### src/rtl/soc_it_slave_port_master.sv
// SoC-IT slave-port requester: command FIFO, address/id handshake, then write or read burst.
// Optional ack watchdog enabled by defining SOC_IT_TIMEOUT_EN.
module soc_it_slave_port_master #(
  parameter int unsigned ADDR_WIDTH     = 64,
  parameter int unsigned DATA_WIDTH     = 128,
  parameter int unsigned ID_WIDTH       = 4,
  parameter int unsigned LEN_WIDTH      = 4,
  parameter int unsigned CMD_DEPTH      = 4,
  parameter int unsigned TIMEOUT_CYCLES = 1024
) (
  input  logic                    i_clk,
  input  logic                    i_rst,
  input  logic                    i_cmd_valid,
  output logic                    o_cmd_ready,
  input  logic                    i_cmd_write,
  input  logic [ADDR_WIDTH-1:0]   i_cmd_addr,
  input  logic [ID_WIDTH-1:0]     i_cmd_id,
  input  logic [LEN_WIDTH-1:0]    i_cmd_len,
  input  logic [DATA_WIDTH/8-1:0] i_cmd_be,
  input  logic                    i_wr_data_valid,
  input  logic [DATA_WIDTH-1:0]   i_wr_data,
  output logic                    o_wr_data_ready,
  output logic                    o_rd_data_valid,
  output logic [DATA_WIDTH-1:0]   o_rd_data,
  output logic [ID_WIDTH-1:0]     o_rd_data_id,
  output logic                    o_rd_data_last,
  output logic                    o_busy,
  output logic                    o_err_timeout,
  output logic [ADDR_WIDTH-1:0]   o_slave_address,
  output logic [ID_WIDTH-1:0]     o_slave_transaction_id,
  output logic                    o_slave_address_valid,
  input  logic                    i_slave_address_ack,
  output logic [LEN_WIDTH-1:0]    o_slave_wrreq,
  input  logic                    i_slave_wrack,
  output logic [DATA_WIDTH/8-1:0] o_slave_be,
  output logic [DATA_WIDTH-1:0]   o_slave_datain,
  output logic [LEN_WIDTH-1:0]    o_slave_rdreq,
  input  logic                    i_slave_rdack,
  input  logic [DATA_WIDTH-1:0]   i_slave_dataout
);
  localparam int unsigned BeWidth = DATA_WIDTH / 8;
  localparam int unsigned PtrW    = $clog2(CMD_DEPTH);
  localparam int unsigned CmdW    = 1 + ADDR_WIDTH + ID_WIDTH + LEN_WIDTH + BeWidth;
  localparam logic [PtrW:0]      PtrOne = 1;
  localparam logic [LEN_WIDTH-1:0] LenOne = 1;

  typedef enum logic [1:0] {StIdle, StAddr, StWdata, StRdata} state_e;

  state_e                  r_state, w_state_d;
  logic [CmdW-1:0]         r_fifo [CMD_DEPTH];
  logic [PtrW:0]           r_wptr, r_rptr;
  logic                    r_write;
  logic [ADDR_WIDTH-1:0]   r_addr;
  logic [ID_WIDTH-1:0]     r_id;
  logic [BeWidth-1:0]      r_be;
  logic [LEN_WIDTH-1:0]    r_rem, w_rem_d;
  logic                    r_addr_valid, w_addr_valid_d;
  logic                    r_rd_valid, w_rd_valid_d;
  logic                    r_rd_last, w_rd_last_d;
  logic [DATA_WIDTH-1:0]   r_rd_data;
  logic [ID_WIDTH-1:0]     r_rd_id;
  logic                    r_err, w_tmo_fire;

  logic                    w_full, w_empty, w_push, w_pop;
  logic [LEN_WIDTH-1:0]    w_len_in;
  logic                    w_h_write;
  logic [ADDR_WIDTH-1:0]   w_h_addr;
  logic [ID_WIDTH-1:0]     w_h_id;
  logic [LEN_WIDTH-1:0]    w_h_len;
  logic [BeWidth-1:0]      w_h_be;
  logic                    w_beat_w;

  assign w_empty  = (r_wptr == r_rptr);
  assign w_full   = (r_wptr[PtrW] != r_rptr[PtrW]) && (r_wptr[PtrW-1:0] == r_rptr[PtrW-1:0]);
  assign w_push   = i_cmd_valid & ~w_full;
  assign w_pop    = (r_state == StIdle) & ~w_empty;
  assign w_len_in = (i_cmd_len == '0) ? LenOne : i_cmd_len;
  assign {w_h_write, w_h_addr, w_h_id, w_h_len, w_h_be} = r_fifo[r_rptr[PtrW-1:0]];

  always_ff @(posedge i_clk) begin
    if (w_push) r_fifo[r_wptr[PtrW-1:0]] <= {i_cmd_write, i_cmd_addr, i_cmd_id, w_len_in, i_cmd_be};
  end

`ifdef SOC_IT_TIMEOUT_EN
  logic [$clog2(TIMEOUT_CYCLES+1)-1:0] r_tmo;
  logic                                w_ack_any;
  assign w_ack_any = i_slave_address_ack | i_slave_wrack | i_slave_rdack;

  always_ff @(posedge i_clk) begin
    if (i_rst || r_state == StIdle || w_ack_any || w_state_d != r_state) r_tmo <= '0;
    else                                                               r_tmo <= r_tmo + 1'b1;
  end
`endif

  always_comb begin
    w_state_d      = r_state;
    w_rem_d        = r_rem;
    w_addr_valid_d = r_addr_valid;
    w_rd_valid_d   = 1'b0;
    w_rd_last_d    = 1'b0;
    w_beat_w       = 1'b0;
    w_tmo_fire     = 1'b0;
    o_slave_wrreq  = '0;
    o_slave_rdreq  = '0;
    unique case (r_state)
      StIdle: begin
        if (!w_empty) begin
          w_state_d      = StAddr;
          w_rem_d        = w_h_len;
          w_addr_valid_d = 1'b1;
        end
      end
      StAddr: begin
        if (i_slave_address_ack) begin
          w_addr_valid_d = 1'b0;
          w_state_d      = r_write ? StWdata : StRdata;
        end
      end
      StWdata: begin
        o_slave_wrreq = i_wr_data_valid ? r_rem : '0;
        w_beat_w      = i_wr_data_valid & i_slave_wrack;
        if (w_beat_w) begin
          w_rem_d = r_rem - LenOne;
          if (r_rem == LenOne) w_state_d = StIdle;
        end
      end
      StRdata: begin
        o_slave_rdreq = r_rem;
        if (i_slave_rdack) begin
          w_rem_d      = r_rem - LenOne;
          w_rd_valid_d = 1'b1;
          w_rd_last_d  = (r_rem == LenOne);
          if (r_rem == LenOne) w_state_d = StIdle;
        end
      end
      default: w_state_d = StIdle;
    endcase
`ifdef SOC_IT_TIMEOUT_EN
    // Drop the stalled command; nothing is acked this cycle so no beat is lost.
    if (r_state != StIdle && !w_ack_any && r_tmo == TIMEOUT_CYCLES - 1) begin
      w_state_d      = StIdle;
      w_rem_d        = '0;
      w_addr_valid_d = 1'b0;
      w_tmo_fire     = 1'b1;
    end
`endif
  end

  always_ff @(posedge i_clk) begin
    if (i_rst) begin
      r_state      <= StIdle;
      r_wptr       <= '0;
      r_rptr       <= '0;
      r_write      <= 1'b0;
      r_addr       <= '0;
      r_id         <= '0;
      r_be         <= '0;
      r_rem        <= '0;
      r_addr_valid <= 1'b0;
      r_rd_valid   <= 1'b0;
      r_rd_last    <= 1'b0;
      r_rd_data    <= '0;
      r_rd_id      <= '0;
      r_err        <= 1'b0;
    end else begin
      r_state      <= w_state_d;
      r_rem        <= w_rem_d;
      r_addr_valid <= w_addr_valid_d;
      r_rd_valid   <= w_rd_valid_d;
      r_rd_last    <= w_rd_last_d;
      r_err        <= w_tmo_fire;
      if (w_push) r_wptr <= r_wptr + PtrOne;
      if (w_pop) begin
        r_rptr  <= r_rptr + PtrOne;
        r_write <= w_h_write;
        r_addr  <= w_h_addr;
        r_id    <= w_h_id;
        r_be    <= w_h_be;
      end
      if (w_rd_valid_d) begin
        r_rd_data <= i_slave_dataout;
        r_rd_id   <= r_id;
      end
    end
  end

  assign o_cmd_ready            = ~w_full;
  assign o_wr_data_ready        = w_beat_w;
  assign o_rd_data_valid        = r_rd_valid;
  assign o_rd_data              = r_rd_data;
  assign o_rd_data_id           = r_rd_id;
  assign o_rd_data_last         = r_rd_last;
  assign o_busy                 = (r_state != StIdle) | ~w_empty;
  assign o_err_timeout          = r_err;
  assign o_slave_address        = r_addr;
  assign o_slave_transaction_id = r_id;
  assign o_slave_address_valid  = r_addr_valid;
  assign o_slave_be             = r_be;
  assign o_slave_datain         = i_wr_data;
endmodule
### config.mk
export PLATFORM = sky130hd
export DESIGN_NAME = soc_it_slave_port_master
export DESIGN_NICKNAME = d
export VERILOG_FILES = /design/src/rtl/soc_it_slave_port_master.sv
export SDC_FILE = /design/constraint.sdc
export NUM_CORES = 1
export LEC_CHECK = 0
export BUFFER_PORTS_ARGS = -buffer_cell sky130_fd_sc_hd__buf_2
export CAP_MARGIN = 10
export CELL_PAD_IN_SITES_DETAIL_PLACEMENT = 0
export CELL_PAD_IN_SITES_GLOBAL_PLACEMENT = 1
export CORE_AREA = 3 3 276 278
export DETAILED_ROUTE_END_ITERATION = 12
export DIE_AREA = 0 0 279 281
export GPL_ROUTABILITY_DRIVEN = 0
export PLACE_DENSITY = 0.59
export SLEW_MARGIN = 30
export SYNTH_ARGS = -nofsm -noshare
export SYNTH_HDL_FRONTEND = slang
export SYNTH_SLANG_ARGS = --single-unit
### constraint.sdc
create_clock -name i_clk -period 8.8 [get_ports i_clk]
set_clock_uncertainty 0.05 [all_clocks]
set_input_delay 1.32 -clock i_clk [delete_from_list [all_inputs] [get_ports i_clk]]
set_output_delay 1.32 -clock i_clk [all_outputs]
set_load 0.05 [all_outputs]
==> flow_summary.rst <==
.. list-table::
   :header-rows: 1

   * - Metric
     - Value
   * - Outcome
     - finished, final reports clean
   * - Multiplexer share of the synthesized area
     - 9.06%
   * - Worst min-delay path class
     - reg -> reg
   * - Clock sink total
     - 590
   * - Crit-path max cell delay
     - 0.67 ns
   * - Setup CP Type
     - reg -> out
   * - Total of endpoints with negative setup slack in the final report
     - 0
   * - Shortest period the worst path allows
     - 3.95 ns
   * - Total number of vias
     - 14112
   * - Number of flip-flops and latches in the synthesized netlist
     - 590
   * - Dominant cells by area after synthesis
     - sky130_fd_sc_hd__edfxtp_1 (48%), sky130_fd_sc_hd__dfxtp_1 (21%), sky130_fd_sc_hd__mux4_2 (9.0%), sky130_fd_sc_hd__nand2_1 (7.4%), sky130_fd_sc_hd__a21oi_1 (5.0%)
   * - Post-Route Utilization
     - 36.0%
   * - DRC violations left
     - 0
   * - Post-Synth XOR/XNOR Area
     - 0.236%
   * - Buffers on Ports
     - 453
   * - Power density over the cells
     - 312 nW/µm²
   * - Final Slew Violations
     - 0
   * - Total global routing overflow
     - 0
   * - Routed len/inst
     - 26.7 µm
   * - Global-route wire length before repair
     - 109000 µm
   * - GRT Total Usage
     - 19.7%
   * - Synthesized cell area
     - 22200 µm²
   * - Slowest stage cell, crit path
     - sky130_fd_sc_hd__dfxtp_1
   * - Required time reported for the critical path endpoint
     - 7.43 ns
   * - Leakage power summed over all cells
     - 9.79 nW
   * - Rows
     - 100
   * - Clk pin slew, worst setup/hold paths
     - 0.05 ns
   * - Simple-gate share of the synthesized area
     - 8.58%
   * - Final number of hold-violating endpoints
     - 0
   * - Share of final-layout standard cells stronger than drive strength 1
     - 32.9%
   * - Width of the die
     - 279 µm
   * - Root cell of the clock tree
     - sky130_fd_sc_hd__clkbuf_16
   * - Unrepaired setup endpoints after global routing
     - false
   * - Post-synthesis net count
     - 2021
   * - Maximum clock insertion buffer count
     - 3
   * - Fraction of post-synthesis cell area in the top cell type by area
     - 48.1%
   * - DP Cell Count
     - 2869
   * - Clk_lat worst skew
     - 0.62 ns
   * - TritonCTS clock tree
     - built
   * - Max-capacitance violation count
     - 0
   * - Die height
     - 281 µm
   * - Length of the first detailed-routing pass in iterations
     - 5
   * - Proportion of synthesized chip area in sequential cells
     - 69.2%
   * - Placeable core area
     - 74200 µm²
   * - Measured slew at the worst slew-check pin
     - 0.947 ns
   * - Via density per instance
     - 4.70
   * - Largest family of logic cells by synthesized area
     - multiplexers
   * - Count of cell types in the netlist
     - 39
   * - Worst path arrival time
     - 2.58 ns
   * - Count of yosys warnings during synthesis
     - 0
   * - Final Routed Wirelength
     - 80000 µm
   * - Synthesized-area fraction occupied by adder cells
     - 0.394%
   * - Floorplan die area
     - 78400 µm²
   * - Post-DP HPWL
     - 59000 µm
   * - EDFF count, synth
     - 356
   * - Depth of the CTS H-tree
     - 3
   * - Number of clock buffers inserted by TritonCTS
     - 67
   * - Combined flip-flop and latch cell area
     - 15400 µm²
   * - Async S/R FF share, synth
     - 0%
   * - Maximum number of pins on one net before global-route repair
     - 103
   * - Filler cells
     - 7330
   * - Number of DRC markers in iteration 0
     - 784
   * - Area of the multi-input gates
     - 5380 µm²
   * - Max transition margin
     - 36.9%
   * - Area Growth Syn to Fin
     - 20.1%
   * - Number of global-route vias before repair
     - 13993
   * - Largest voltage drop on the vdd net
     - 188 µV
   * - Largest delay share family, worst path
     - simple AND/OR/NAND/NOR gates
   * - Buffers inserted by post-CTS timing repair
     - 0
   * - Mapped Cells
     - 1662
   * - Post-route fraction of the period consumed by the critical path
     - 44.8%
   * - Initial Util
     - 30.0%
   * - Final Power
     - 8.33 mW
   * - Final-layout setup total negative slack
     - 0 ns
   * - Number of antenna violations at the first check in global routing
     - 20
   * - Ports placed on the boundary
     - 711
   * - Nature of the critical path startpoint
     - flip-flop
   * - Critical path cell sequence
     - inv_1 -> nor2_1 -> and3_1 -> buf_2
   * - Non-filler instance count after layout
     - 3001
   * - Post-DRT Antenna Nets
     - 0
   * - Primary FF master, synth
     - sky130_fd_sc_hd__edfxtp_1
   * - Fmax
     - 253 MHz
   * - Hold-fix buffers, CTS
     - 0
   * - Post_cts resized
     - 0
   * - Buf/Inv on CP
     - 2
   * - Synthesized area divided by synthesized cell count
     - 13.4 µm²
   * - Critical Path End Type
     - primary output
   * - Synth Area in Compound Gates
     - 5.72%
   * - Largest area contributor in the netlist
     - sky130_fd_sc_hd__edfxtp_1
   * - Number of nets at the end of the flow
     - 2328
   * - Worst Path Max Fanout
     - 13
## cell usage after synthesis, types with 2 or more instances
library cell and count:
sky130_fd_sc_hd__buf_4 133, sky130_fd_sc_hd__buf_1 2, sky130_fd_sc_hd__nand2_1 439, sky130_fd_sc_hd__dfxtp_1 234, sky130_fd_sc_hd__a21oi_1 223, sky130_fd_sc_hd__nand3_1 6, sky130_fd_sc_hd__o32ai_1 2, sky130_fd_sc_hd__o31a_1 2
sky130_fd_sc_hd__mux4_2 89, sky130_fd_sc_hd__xor2_1 3, sky130_fd_sc_hd__clkbuf_1 56, sky130_fd_sc_hd__buf_6 11, sky130_fd_sc_hd__xnor2_1 3, sky130_fd_sc_hd__inv_1 8, sky130_fd_sc_hd__nor2_1 12, sky130_fd_sc_hd__and3_1 12
sky130_fd_sc_hd__or3_1 2, sky130_fd_sc_hd__edfxtp_1 356, sky130_fd_sc_hd__o21ai_0 4, sky130_fd_sc_hd__and2_1 5, sky130_fd_sc_hd__a22oi_1 2, sky130_fd_sc_hd__o31ai_1 2, sky130_fd_sc_hd__buf_2 27, sky130_fd_sc_hd__a21oi_2 2
sky130_fd_sc_hd__ha_1 7, sky130_fd_sc_hd__nand2b_1 4, sky130_fd_sc_hd__nor3_1 4
## path summary, 6_finish.rpt
path,from,endpoint,slack (ns),cells after the start
setup / recovery,r_state[1],o_slave_wrreq[3],4.85,4
hold / removal,o_rd_data_id[0],o_rd_data_id[0],0.40,2
setup reg to reg,r_wptr[0],r_fifo[0][0],5.52,4
hold reg to reg,o_rd_data_id[0],o_rd_data_id[0],0.40,2
## registers in the layout, summed over array words and instances (netlist names), named ones only
register                flops
r_fifo                    356
o_rd_data                 128
o_slave_address            64
o_slave_be                 16
o_rd_data_id                4
o_slave_transaction_id      4
r_rem                       4
r_rptr                      3
r_wptr                      3
r_state                     2
o_rd_data_last              1
o_rd_data_valid             1
o_slave_address_valid       1
r_write                     1
## metrics by stage
stage | cell area [µm²] | hold WS, ns | worst slack [ns]
2_1_floorplan | 22200 | 0.382 | 4.56
3_3_place_gp | 24400 | 0.390 | 5.10
3_5_place_dp | 24400 | 0.393 | 5.06
4_1_cts | 26700 | 0.401 | 4.87
5_1_grt | 26700 | 0.416 | 4.65
6_report | 26700 | 0.400 | 4.85
## power by group
group	leakage [nW]	internal, mW	switching [mW]
Combinational	3.55	0.659	1.45
Sequential	5.17	3.22	0.206
Clock	1.07	1.64	1.16
Total	9.79	5.51	2.82
## layer usage
layer	wire length, µm	track usage (%)	share of wire (%)
met1	26700	19.6	33
met2	36500	30.4	46
met3	14300	16.5	18
met4	1920	5.80	2.4
met5	593	5.49	0.74
## layout make-up
type	count	area share, %
multi-input combinational	834	20.1
tap	969	4.54
timing repair buffer	468	9.15
antenna	10	0.0937
inverter	8	0.112
clock inverter	20	1.26
clock buffer	102	7.11
sequential	590	57.6
## worst reg2reg max path, stage by stage, from the launching register on
cell,delay [ns]
sky130_fd_sc_hd__dfxtp_1,0.44
sky130_fd_sc_hd__xor2_1,0.54
sky130_fd_sc_hd__o31a_1,0.37
sky130_fd_sc_hd__and2_4,0.69
sky130_fd_sc_hd__buf_4,0.75
## layout by cell type, fill, tap and decap left out, drive strengths merged
cell type	netlist	routed
a211oi	1	1
a21o	1	1
a21oi	225	225
a221oi	1	1
a22oi	2	2
a2bb2oi	1	1
a31oi	1	1
and2	5	5
and3	12	12
buf	174	467
bufinv	0	4
clkbuf	56	103
clkinv	0	12
clkinvlp	0	2
conb	1	1
dfxtp	234	234
diode	0	10
edfxtp	356	356
ha	7	7
inv	8	10
mux2i	1	1
mux4	89	89
nand2	439	439
nand2b	4	4
nand3	6	6
nand3b	1	1
nor2	12	12
nor3	4	4
nor3b	1	1
o21ai	4	4
o31a	2	2
o31ai	2	2
o32ai	2	2
o41ai	1	1
or2	1	1
or3	2	2
xnor2	3	3
xor2	3	3
## cells by family after synthesis
group / Yosys count
mux: 90
fa+ha+maj: 7
xor+xnor: 6
compound gates: 243
flops: 590
simple gates: 487
buf+inv: 238
other cells: 1
Note: power is estimated with default switching activity, not from simulation.
